File: config.mk
export PLATFORM = sky130hd
export DESIGN_NAME = axi_rd_slave_switch_n_flat
export DESIGN_NICKNAME = d
export VERILOG_FILES = /design/src/rtl/axi_rd_slave_switch_n_if.sv /design/src/rtl/axi_rd_slave_switch_n.sv /design/src/flat_wrapper.sv
export SDC_FILE = /design/constraint.sdc
export NUM_CORES = 1
export LEC_CHECK = 0
export BUFFER_PORTS_ARGS = -buffer_cell sky130_fd_sc_hd__buf_4
export CORE_AREA = 5 5 142 144
export DETAILED_ROUTE_END_ITERATION = 7
export DIE_AREA = 0 0 147 149
export GPL_TIMING_DRIVEN = 0
export PLACE_DENSITY_LB_ADDON = 0.3
export SLEW_MARGIN = 20
export SYNTH_ARGS = -nofsm -noshare
export SYNTH_HDL_FRONTEND = slang
export SYNTH_SLANG_ARGS = --single-unit
File: constraint.sdc
create_clock -name sys_clk -period 5.27 [get_ports sys_clk]
set_input_delay 0.7905 -clock sys_clk [delete_from_list [all_inputs] [get_ports sys_clk]]
set_output_delay 0.7905 -clock sys_clk [all_outputs]
set_load 0.01 [all_outputs]
File: src/rtl/axi_rd_slave_switch_n_if.sv
// Bus bundle for the N-way AXI read switch: upstream AR/R plus flattened per-slave AR/R.
// The slave modport is the switch side; the master modport is the surrounding fabric side.
interface axi_rd_slave_switch_n_if #(
   parameter int NUM_SLAVES = 3,
   parameter int DATA_WIDTH = 32,
   parameter int ADDR_WIDTH = 32,
   parameter int ID_WIDTH   = 4,
   parameter int RESP_WIDTH = 2
);
   logic [ID_WIDTH-1:0]              up_arid;
   logic [ADDR_WIDTH-1:0]            up_araddr;
   logic [7:0]                       up_arlen;
   logic [2:0]                       up_arsize;
   logic [1:0]                       up_arburst;
   logic                             up_arvalid;
   logic                             up_arready;
   logic [ID_WIDTH-1:0]              up_rid;
   logic [DATA_WIDTH-1:0]            up_rdata;
   logic [RESP_WIDTH-1:0]            up_rresp;
   logic                             up_rlast;
   logic                             up_rvalid;
   logic                             up_rready;

   logic [NUM_SLAVES*ID_WIDTH-1:0]   dn_arid;
   logic [NUM_SLAVES*ADDR_WIDTH-1:0] dn_araddr;
   logic [NUM_SLAVES*8-1:0]          dn_arlen;
   logic [NUM_SLAVES*3-1:0]          dn_arsize;
   logic [NUM_SLAVES*2-1:0]          dn_arburst;
   logic [NUM_SLAVES-1:0]            dn_arvalid;
   logic [NUM_SLAVES-1:0]            dn_arready;
   logic [NUM_SLAVES*ID_WIDTH-1:0]   dn_rid;
   logic [NUM_SLAVES*DATA_WIDTH-1:0] dn_rdata;
   logic [NUM_SLAVES*RESP_WIDTH-1:0] dn_rresp;
   logic [NUM_SLAVES-1:0]            dn_rlast;
   logic [NUM_SLAVES-1:0]            dn_rvalid;
   logic [NUM_SLAVES-1:0]            dn_rready;

   modport slave (
      input  up_arid, up_araddr, up_arlen, up_arsize, up_arburst, up_arvalid,
      output up_arready,
      output up_rid, up_rdata, up_rresp, up_rlast, up_rvalid,
      input  up_rready,
      output dn_arid, dn_araddr, dn_arlen, dn_arsize, dn_arburst, dn_arvalid,
      input  dn_arready,
      input  dn_rid, dn_rdata, dn_rresp, dn_rlast, dn_rvalid,
      output dn_rready
   );

   modport master (
      output up_arid, up_araddr, up_arlen, up_arsize, up_arburst, up_arvalid,
      input  up_arready,
      input  up_rid, up_rdata, up_rresp, up_rlast, up_rvalid,
      output up_rready,
      input  dn_arid, dn_araddr, dn_arlen, dn_arsize, dn_arburst, dn_arvalid,
      output dn_arready,
      output dn_rid, dn_rdata, dn_rresp, dn_rlast, dn_rvalid,
      input  dn_rready
   );
endinterface

File: src/rtl/axi_rd_slave_switch_n.sv
// AXI read switch, one master to NUM_SLAVES slaves, with outstanding-burst route locking and a
// DECERR responder for unmapped reads. Define RD_SWITCH_AR_SLICE_EN for a 2-entry AR skid buffer.
module axi_rd_slave_switch_n #(
   parameter int NUM_SLAVES      = 3,
   parameter int DATA_WIDTH      = 32,
   parameter int ADDR_WIDTH      = 32,
   parameter int ID_WIDTH        = 4,
   parameter int RESP_WIDTH      = 2,
   parameter int SEL_BITS        = 2,
   parameter int MAX_OUTSTANDING = 4
) (
   input  logic                   sys_clk,
   input  logic                   sys_rstn,
   input  logic                   ar_en,
   axi_rd_slave_switch_n_if.slave bus,
   output logic                   busy
);
   localparam int TGT_W = (NUM_SLAVES > 1) ? $clog2(NUM_SLAVES) : 1;
   localparam int CNT_W = $clog2(MAX_OUTSTANDING + 1);
   localparam logic [CNT_W-1:0] CNT_MAX = CNT_W'(MAX_OUTSTANDING);

   typedef enum logic [1:0] {ST_IDLE, ST_ACTIVE, ST_DECERR} state_t;

   state_t              state_reg;
   logic [TGT_W-1:0]    tgt_reg;
   logic [CNT_W-1:0]    cnt_reg;
   logic [ID_WIDTH-1:0] derr_id_reg;
   logic [7:0]          derr_len_reg;
   logic [7:0]          derr_beat_reg;

   // AR request as seen by the decoder (upstream directly, or the skid-buffer head)
   logic [ID_WIDTH-1:0]   a_id;
   logic [ADDR_WIDTH-1:0] a_addr;
   logic [7:0]            a_len;
   logic [2:0]            a_size;
   logic [1:0]            a_burst;
   logic                  a_valid;
   logic                  a_ready;

`ifdef RD_SWITCH_AR_SLICE_EN
   localparam int AR_W = ID_WIDTH + ADDR_WIDTH + 8 + 3 + 2;
   logic [AR_W-1:0] buf_mem [0:1];
   logic            buf_wr_reg;
   logic            buf_rd_reg;
   logic [1:0]      buf_cnt_reg;
   logic            buf_enq;
   logic            buf_deq;

   assign bus.up_arready = sys_rstn && (buf_cnt_reg != 2'd2);
   assign buf_enq = bus.up_arvalid && bus.up_arready;
   assign buf_deq = a_valid && a_ready;
   assign a_valid = (buf_cnt_reg != 2'd0);
   assign {a_id, a_addr, a_len, a_size, a_burst} = buf_mem[buf_rd_reg];

   always_ff @(posedge sys_clk) begin
      if (buf_enq)
         buf_mem[buf_wr_reg] <= {bus.up_arid, bus.up_araddr, bus.up_arlen, bus.up_arsize, bus.up_arburst};
   end

   always_ff @(posedge sys_clk or negedge sys_rstn) begin
      if (!sys_rstn) begin
         buf_wr_reg  <= 1'b0;
         buf_rd_reg  <= 1'b0;
         buf_cnt_reg <= 2'd0;
      end else begin
         if (buf_enq) buf_wr_reg <= ~buf_wr_reg;
         if (buf_deq) buf_rd_reg <= ~buf_rd_reg;
         buf_cnt_reg <= buf_cnt_reg + 2'(buf_enq) - 2'(buf_deq);
      end
   end
`else
   assign a_id           = bus.up_arid;
   assign a_addr         = bus.up_araddr;
   assign a_len          = bus.up_arlen;
   assign a_size         = bus.up_arsize;
   assign a_burst        = bus.up_arburst;
   assign a_valid        = bus.up_arvalid;
   assign bus.up_arready = a_ready;
`endif

   logic [SEL_BITS-1:0]   sel;
   logic [TGT_W-1:0]      k_idx;
   logic                  mapped;
   logic                  map_ok;
   logic                  unmap_ok;
   logic                  ar_map_hs;
   logic                  ar_unmap_hs;
   logic                  r_route;
   logic                  r_last_hs;
   logic [CNT_W-1:0]      cnt_next;
   logic [NUM_SLAVES-1:0] sel_hit;
   logic [ID_WIDTH-1:0]   r_id_arr   [NUM_SLAVES];
   logic [DATA_WIDTH-1:0] r_data_arr [NUM_SLAVES];
   logic [RESP_WIDTH-1:0] r_resp_arr [NUM_SLAVES];

   assign sel    = a_addr[ADDR_WIDTH-1 -: SEL_BITS];
   assign k_idx  = TGT_W'(sel - 1'b1);
   assign mapped = (sel != '0) && (int'(sel) <= NUM_SLAVES);

   // A new target is only taken once nothing is outstanding at the start of the cycle
   assign map_ok   = sys_rstn && ar_en && (state_reg != ST_DECERR) && mapped &&
                     ((cnt_reg == '0) || ((tgt_reg == k_idx) && (cnt_reg < CNT_MAX)));
   assign unmap_ok = sys_rstn && ar_en && !mapped && (state_reg == ST_IDLE) && (cnt_reg == '0);

   assign a_ready     = (|(sel_hit & bus.dn_arready)) || unmap_ok;
   assign ar_map_hs   = a_valid && (|(sel_hit & bus.dn_arready));
   assign ar_unmap_hs = a_valid && unmap_ok;
   assign r_route     = sys_rstn && (state_reg == ST_ACTIVE);

   for (genvar gi = 0; gi < NUM_SLAVES; gi++) begin : g_slave
      assign sel_hit[gi]        = map_ok && (k_idx == TGT_W'(gi));
      assign bus.dn_arvalid[gi] = sel_hit[gi] && a_valid;
      assign bus.dn_arid[gi*ID_WIDTH +: ID_WIDTH]       = sel_hit[gi] ? a_id    : '0;
      assign bus.dn_araddr[gi*ADDR_WIDTH +: ADDR_WIDTH] = sel_hit[gi] ? a_addr  : '0;
      assign bus.dn_arlen[gi*8 +: 8]                    = sel_hit[gi] ? a_len   : '0;
      assign bus.dn_arsize[gi*3 +: 3]                   = sel_hit[gi] ? a_size  : '0;
      assign bus.dn_arburst[gi*2 +: 2]                  = sel_hit[gi] ? a_burst : '0;
      assign bus.dn_rready[gi] = r_route && (tgt_reg == TGT_W'(gi)) && bus.up_rready;
      assign r_id_arr[gi]   = bus.dn_rid[gi*ID_WIDTH +: ID_WIDTH];
      assign r_data_arr[gi] = bus.dn_rdata[gi*DATA_WIDTH +: DATA_WIDTH];
      assign r_resp_arr[gi] = bus.dn_rresp[gi*RESP_WIDTH +: RESP_WIDTH];
   end

   always_comb begin
      bus.up_rid    = '0;
      bus.up_rdata  = '0;
      bus.up_rresp  = '0;
      bus.up_rlast  = 1'b0;
      bus.up_rvalid = 1'b0;
      if (r_route) begin
         bus.up_rid    = r_id_arr[tgt_reg];
         bus.up_rdata  = r_data_arr[tgt_reg];
         bus.up_rresp  = r_resp_arr[tgt_reg];
         bus.up_rlast  = bus.dn_rlast[tgt_reg];
         bus.up_rvalid = bus.dn_rvalid[tgt_reg];
      end else if (sys_rstn && (state_reg == ST_DECERR)) begin
         bus.up_rid    = derr_id_reg;
         bus.up_rresp  = '1;
         bus.up_rlast  = (derr_beat_reg == derr_len_reg);
         bus.up_rvalid = 1'b1;
      end
   end

   assign r_last_hs = r_route && bus.up_rvalid && bus.up_rready && bus.up_rlast;
   assign cnt_next  = cnt_reg + CNT_W'(ar_map_hs) - CNT_W'(r_last_hs);

   always_ff @(posedge sys_clk or negedge sys_rstn) begin
      if (!sys_rstn) begin
         state_reg     <= ST_IDLE;
         tgt_reg       <= '0;
         cnt_reg       <= '0;
         derr_id_reg   <= '0;
         derr_len_reg  <= '0;
         derr_beat_reg <= '0;
      end else begin
         case (state_reg)
            ST_IDLE, ST_ACTIVE: begin
               if (ar_unmap_hs) begin
                  derr_id_reg   <= a_id;
                  derr_len_reg  <= a_len;
                  derr_beat_reg <= '0;
                  state_reg     <= ST_DECERR;
               end else begin
                  cnt_reg <= cnt_next;
                  if (ar_map_hs) tgt_reg <= k_idx;
                  state_reg <= (cnt_next != '0) ? ST_ACTIVE : ST_IDLE;
               end
            end
            ST_DECERR: begin
               if (bus.up_rready) begin
                  if (derr_beat_reg == derr_len_reg) state_reg <= ST_IDLE;
                  else derr_beat_reg <= derr_beat_reg + 8'd1;
               end
            end
            default: state_reg <= ST_IDLE;
         endcase
      end
   end

   assign busy = (cnt_reg != '0) || (state_reg == ST_DECERR);
endmodule

File: src/flat_wrapper.sv
// flat-port wrapper written by rule: the top's interface ports become plain ports
module axi_rd_slave_switch_n_flat 
#(
   parameter int NUM_SLAVES      = 3,
   parameter int DATA_WIDTH      = 32,
   parameter int ADDR_WIDTH      = 32,
   parameter int ID_WIDTH        = 4,
   parameter int RESP_WIDTH      = 2,
   parameter int SEL_BITS        = 2,
   parameter int MAX_OUTSTANDING = 4
)
  (sys_clk, sys_rstn, ar_en, busy, bus_up_arid, bus_up_araddr, bus_up_arlen, bus_up_arsize, bus_up_arburst, bus_up_arvalid, bus_up_arready, bus_up_rid, bus_up_rdata, bus_up_rresp, bus_up_rlast, bus_up_rvalid, bus_up_rready, bus_dn_arid, bus_dn_araddr, bus_dn_arlen, bus_dn_arsize, bus_dn_arburst, bus_dn_arvalid, bus_dn_arready, bus_dn_rid, bus_dn_rdata, bus_dn_rresp, bus_dn_rlast, bus_dn_rvalid, bus_dn_rready);
  axi_rd_slave_switch_n_if #(.NUM_SLAVES(NUM_SLAVES), .DATA_WIDTH(DATA_WIDTH), .ADDR_WIDTH(ADDR_WIDTH), .ID_WIDTH(ID_WIDTH), .RESP_WIDTH(RESP_WIDTH)) bus_i ();
  input  logic sys_clk;
  input  logic sys_rstn;
  input  logic ar_en;
  output logic busy;
  input wire logic [$bits(bus_i.up_arid)-1:0] bus_up_arid;
  input wire logic [$bits(bus_i.up_araddr)-1:0] bus_up_araddr;
  input wire logic [$bits(bus_i.up_arlen)-1:0] bus_up_arlen;
  input wire logic [$bits(bus_i.up_arsize)-1:0] bus_up_arsize;
  input wire logic [$bits(bus_i.up_arburst)-1:0] bus_up_arburst;
  input wire logic [$bits(bus_i.up_arvalid)-1:0] bus_up_arvalid;
  output wire logic [$bits(bus_i.up_arready)-1:0] bus_up_arready;
  output wire logic [$bits(bus_i.up_rid)-1:0] bus_up_rid;
  output wire logic [$bits(bus_i.up_rdata)-1:0] bus_up_rdata;
  output wire logic [$bits(bus_i.up_rresp)-1:0] bus_up_rresp;
  output wire logic [$bits(bus_i.up_rlast)-1:0] bus_up_rlast;
  output wire logic [$bits(bus_i.up_rvalid)-1:0] bus_up_rvalid;
  input wire logic [$bits(bus_i.up_rready)-1:0] bus_up_rready;
  output wire logic [$bits(bus_i.dn_arid)-1:0] bus_dn_arid;
  output wire logic [$bits(bus_i.dn_araddr)-1:0] bus_dn_araddr;
  output wire logic [$bits(bus_i.dn_arlen)-1:0] bus_dn_arlen;
  output wire logic [$bits(bus_i.dn_arsize)-1:0] bus_dn_arsize;
  output wire logic [$bits(bus_i.dn_arburst)-1:0] bus_dn_arburst;
  output wire logic [$bits(bus_i.dn_arvalid)-1:0] bus_dn_arvalid;
  input wire logic [$bits(bus_i.dn_arready)-1:0] bus_dn_arready;
  input wire logic [$bits(bus_i.dn_rid)-1:0] bus_dn_rid;
  input wire logic [$bits(bus_i.dn_rdata)-1:0] bus_dn_rdata;
  input wire logic [$bits(bus_i.dn_rresp)-1:0] bus_dn_rresp;
  input wire logic [$bits(bus_i.dn_rlast)-1:0] bus_dn_rlast;
  input wire logic [$bits(bus_i.dn_rvalid)-1:0] bus_dn_rvalid;
  output wire logic [$bits(bus_i.dn_rready)-1:0] bus_dn_rready;
  assign bus_i.up_arid = bus_up_arid;
  assign bus_i.up_araddr = bus_up_araddr;
  assign bus_i.up_arlen = bus_up_arlen;
  assign bus_i.up_arsize = bus_up_arsize;
  assign bus_i.up_arburst = bus_up_arburst;
  assign bus_i.up_arvalid = bus_up_arvalid;
  assign bus_up_arready = bus_i.up_arready;
  assign bus_up_rid = bus_i.up_rid;
  assign bus_up_rdata = bus_i.up_rdata;
  assign bus_up_rresp = bus_i.up_rresp;
  assign bus_up_rlast = bus_i.up_rlast;
  assign bus_up_rvalid = bus_i.up_rvalid;
  assign bus_i.up_rready = bus_up_rready;
  assign bus_dn_arid = bus_i.dn_arid;
  assign bus_dn_araddr = bus_i.dn_araddr;
  assign bus_dn_arlen = bus_i.dn_arlen;
  assign bus_dn_arsize = bus_i.dn_arsize;
  assign bus_dn_arburst = bus_i.dn_arburst;
  assign bus_dn_arvalid = bus_i.dn_arvalid;
  assign bus_i.dn_arready = bus_dn_arready;
  assign bus_i.dn_rid = bus_dn_rid;
  assign bus_i.dn_rdata = bus_dn_rdata;
  assign bus_i.dn_rresp = bus_dn_rresp;
  assign bus_i.dn_rlast = bus_dn_rlast;
  assign bus_i.dn_rvalid = bus_dn_rvalid;
  assign bus_dn_rready = bus_i.dn_rready;
  axi_rd_slave_switch_n #(.NUM_SLAVES(NUM_SLAVES), .DATA_WIDTH(DATA_WIDTH), .ADDR_WIDTH(ADDR_WIDTH), .ID_WIDTH(ID_WIDTH), .RESP_WIDTH(RESP_WIDTH), .SEL_BITS(SEL_BITS), .MAX_OUTSTANDING(MAX_OUTSTANDING)) u_core (.sys_clk(sys_clk), .sys_rstn(sys_rstn), .ar_en(ar_en), .bus(bus_i), .busy(busy));
endmodule
==> metrics.log <==
[metrics] I/O pin cnt: 372
[metrics] setup repair after global routing missed its margin: no
[metrics] share of cells above drive strength 1: 0.451
[metrics] most used cell along the critical path: sky130_fd_sc_hd__buf_4
[metrics] Mapped Avg Cell Area: 7.04 µm²
[metrics] data arrival time of the critical path: 3.06 ns
[metrics] Worst Max-Slew Pin Slew: 0.892 ns
[metrics] vias per std cell: 4.30
[metrics] sort of element at the end of the critical path: primary output
[metrics] run status: finished clean
[metrics] cell count after synthesis: 517
[metrics] fraction of registers with async set or reset after synthesis: 1.00
[metrics] CP Data Required Time: 4.48 ns
[metrics] cell family with most CP delay: compound AO/OA/AOI/OAI gates
[metrics] first-pass iteration count of the detailed router: 4
[metrics] width of the die: 147 µm
[metrics] master cell of the clock root buffer: sky130_fd_sc_hd__clkbuf_16
[metrics] number of flops mapped to enable cells by yosys: 0
[metrics] DIE AREA: 21900 µm²
[metrics] Iter 0 DRT Violations: 71
[metrics] Clock Latency Late Sink: 0.27 ns
[metrics] max cap viols: 0
[metrics] number of buffers on the longest clock path: 2
[metrics] final std cells w/o fill: 1128
[metrics] total wire length after detailed routing: 19200 µm
[metrics] Main synth FF type: sky130_fd_sc_hd__dfrtp_1
[metrics] logic depth of the worst setup path including buffers: 9
[metrics] critical path, cell by cell: buf_4 -> inv_1 -> ha_1 -> xor2_1 -> a21oi_1 -> nor3b_4 -> clkbuf_2 -> and2_1 -> buf_4
[metrics] Routed Antenna Nets: 0
[metrics] via count of the first global-routing pass: 4848
[metrics] relative area change from synthesis to final layout: 87.0%
[metrics] static leakage: 3.65 nW
[metrics] antenna violations before repair: 2
[metrics] Critical-path top delay cell: sky130_fd_sc_hd__a21oi_1
[metrics] cell area after synthesis: 3640 µm²
[metrics] power density over the cells: 234 nW/µm²
[metrics] peak supply drop: 0.000208 V
[metrics] grt total ovfl: 0
[metrics] number of cells in the design after placement: 1122
[metrics] unique cell type count in the Yosys netlist: 41
[metrics] clock-pin slew of the registers on the worst-case setup and hold paths: 0.07 ns
[metrics] max frequency: 0.260 GHz
[metrics] most common cell after layout, fill and taps aside: sky130_fd_sc_hd__buf_4
[metrics] core box area: 18600 µm²
[metrics] DRC Markers: 0
[metrics] number of cell instances on the worst register-to-register path: 14
[metrics] Initial Util: 0.196
[metrics] row count: 50
[metrics] routed length per placed instance: 17.0 µm
[metrics] Total Routing Usage GR: 0.159
[metrics] top library cells by usage in the layout, fill and taps aside: 371 x sky130_fd_sc_hd__buf_4, 151 x sky130_fd_sc_hd__and2_1, 73 x sky130_fd_sc_hd__nor2_1, 52 x sky130_fd_sc_hd__nand2_1, 48 x sky130_fd_sc_hd__mux2i_1
[metrics] Final Hold Vio Count: 0
[metrics] final setup skew: 0.00832 ns
[metrics] sequential element share of the synthesized area: 0.186
[metrics] layout net count: 1078
[metrics] Final Wtd Congestion: 0.871
[metrics] max-slew violation count: 0
[metrics] Final setup violation count: 0
[metrics] # resized after CTS: 0
[metrics] # port buffers: 371
[metrics] CTS hold repair buffers: 0
[metrics] total buffers and inverters traversed by the critical path: 4
[metrics] syn nets: 702
[metrics] min cycle time layout: 3.85 ns
[metrics] class of the most critical setup path: primary input to primary output
[metrics] register bit total from synthesis: 27
[metrics] warning count from the yosys run: 0
[metrics] clk sink count: 27
[metrics] TNS Setup: 0 ns
[metrics] worst relative slew slack: 0.406
[metrics] TritonCTS clock tree: done
[metrics] Chip Height: 149 µm
[metrics] DP HPWL: 16800 µm
[metrics] Critical Path Max Stage Delay: 0.73 ns
[metrics] largest net degree at the start of global routing: 34
[metrics] H-tree depth: 1
[metrics] post-CTS setup buffer count: 0
[metrics] Min-Delay Path Class: primary input to asynchronous set/reset pin
[metrics] first-pass GRT wire length: 27800 µm
[metrics] total number of vias: 4853
[metrics] crit path max fanout: 10
[metrics] Final Cycle Share: 0.730
[metrics] category of the worst setup path launch point: primary input
[metrics] CTS buffer count: 3
-- metal layers --
layer  GRT usage  wire length, µm
met5           0                0
met3      0.0340             1580
met1       0.171             7050
met4      0.0396              268
met2       0.315            10300
-- metrics by stage --
stage | hold slack [ns] | setup slack, ns | power (mW) | instance area (µm²) | utilization
3_5_place_dp | 0.462 | 1.38 | 1.43 | 6720 | 0.361
6_report | 0.449 | 1.42 | 1.59 | 6800 | 0.366
2_1_floorplan | 0.446 | 2.11 | 0.941 | 3640 | -
4_1_cts | 0.467 | 1.37 | 1.62 | 6800 | 0.366
3_3_place_gp | 0.461 | 1.39 | 1.43 | 6720 | 0.361
5_1_grt | 0.476 | 1.21 | 1.73 | 6800 | 0.366
-- worst paths after layout --
kind	startpoint	end	slack, ns
min in group sys_clk	u_core.derr_id_reg[2]	u_core.derr_id_reg[2]	0.48
setup / recovery	bus_up_araddr[30]	bus_dn_arvalid[2]	1.42
hold / removal	sys_rstn	u_core.derr_len_reg[3]	0.45
max in group asynchronous	sys_rstn	u_core.derr_id_reg[2]	4.51
setup reg to reg	u_core.tgt_reg[1]	u_core.state_reg[0]	1.71
hold reg to reg	u_core.derr_id_reg[2]	u_core.derr_id_reg[2]	0.48
-- area by class of cell --
cell class                 instances  area [µm²]
buffer                            38         173
inverter                          10        37.5
clock inverter                     1        7.51
clock buffer                       3        75.1
fill                            2007       11800
timing repair buffer             371        2790
tap                              234         293
multi-input combinational        442        2750
antenna                            2        5.00
sequential                        27         676
-- power by group --
part / switching, mW / internal (mW) / total (mW)
Clock: 0.0757 / 0.103 / 0.179
Combinational: 0.632 / 0.522 / 1.15
Sequential: 0.0262 / 0.235 / 0.262
-- cell usage after synthesis (2+ instances only) --
| master | n | area share |
|---|---|---|
| sky130_fd_sc_hd__o211ai_1 | 4 | 0.0083 |
| sky130_fd_sc_hd__nor2_1 | 73 | 0.075 |
| sky130_fd_sc_hd__xor2_1 | 3 | 0.0072 |
| sky130_fd_sc_hd__inv_1 | 10 | 0.010 |
| sky130_fd_sc_hd__nor4_1 | 2 | 0.0034 |
| sky130_fd_sc_hd__nor2b_1 | 2 | 0.0034 |
| sky130_fd_sc_hd__mux2i_1 | 48 | 0.13 |
| sky130_fd_sc_hd__o2111ai_1 | 2 | 0.0048 |
| sky130_fd_sc_hd__xnor2_1 | 10 | 0.024 |
| sky130_fd_sc_hd__nor3_1 | 5 | 0.0069 |
| sky130_fd_sc_hd__ha_1 | 7 | 0.024 |
| sky130_fd_sc_hd__nor3b_1 | 2 | 0.0041 |
| sky130_fd_sc_hd__mux2_2 | 2 | 0.0062 |
| sky130_fd_sc_hd__nand2_1 | 52 | 0.054 |
| sky130_fd_sc_hd__and2_1 | 151 | 0.26 |
| sky130_fd_sc_hd__and4_1 | 2 | 0.0048 |
| sky130_fd_sc_hd__o31ai_1 | 2 | 0.0041 |
| sky130_fd_sc_hd__clkbuf_1 | 14 | 0.014 |
| sky130_fd_sc_hd__o21ai_0 | 9 | 0.012 |
| sky130_fd_sc_hd__buf_2 | 3 | 0.0041 |
| sky130_fd_sc_hd__a21oi_1 | 41 | 0.056 |
| sky130_fd_sc_hd__nor4b_1 | 2 | 0.0048 |
| sky130_fd_sc_hd__buf_1 | 5 | 0.0052 |
| sky130_fd_sc_hd__clkbuf_2 | 15 | 0.021 |
| sky130_fd_sc_hd__nand2b_1 | 2 | 0.0034 |
| sky130_fd_sc_hd__dfrtp_1 | 27 | 0.19 |
| sky130_fd_sc_hd__nand4_1 | 4 | 0.0069 |
| sky130_fd_sc_hd__and3_1 | 3 | 0.0052 |
| sky130_fd_sc_hd__nor3b_4 | 3 | 0.015 |
-- kinds of logic after synthesis --
logic type,share of synthesized area
compound gates,0.100
fa+ha+maj,0.0296
xor+xnor,0.0313
simple gates,0.457
buf+inv,0.0578
mux,0.138
flops,0.186
(Power assumes the default switching activity.)
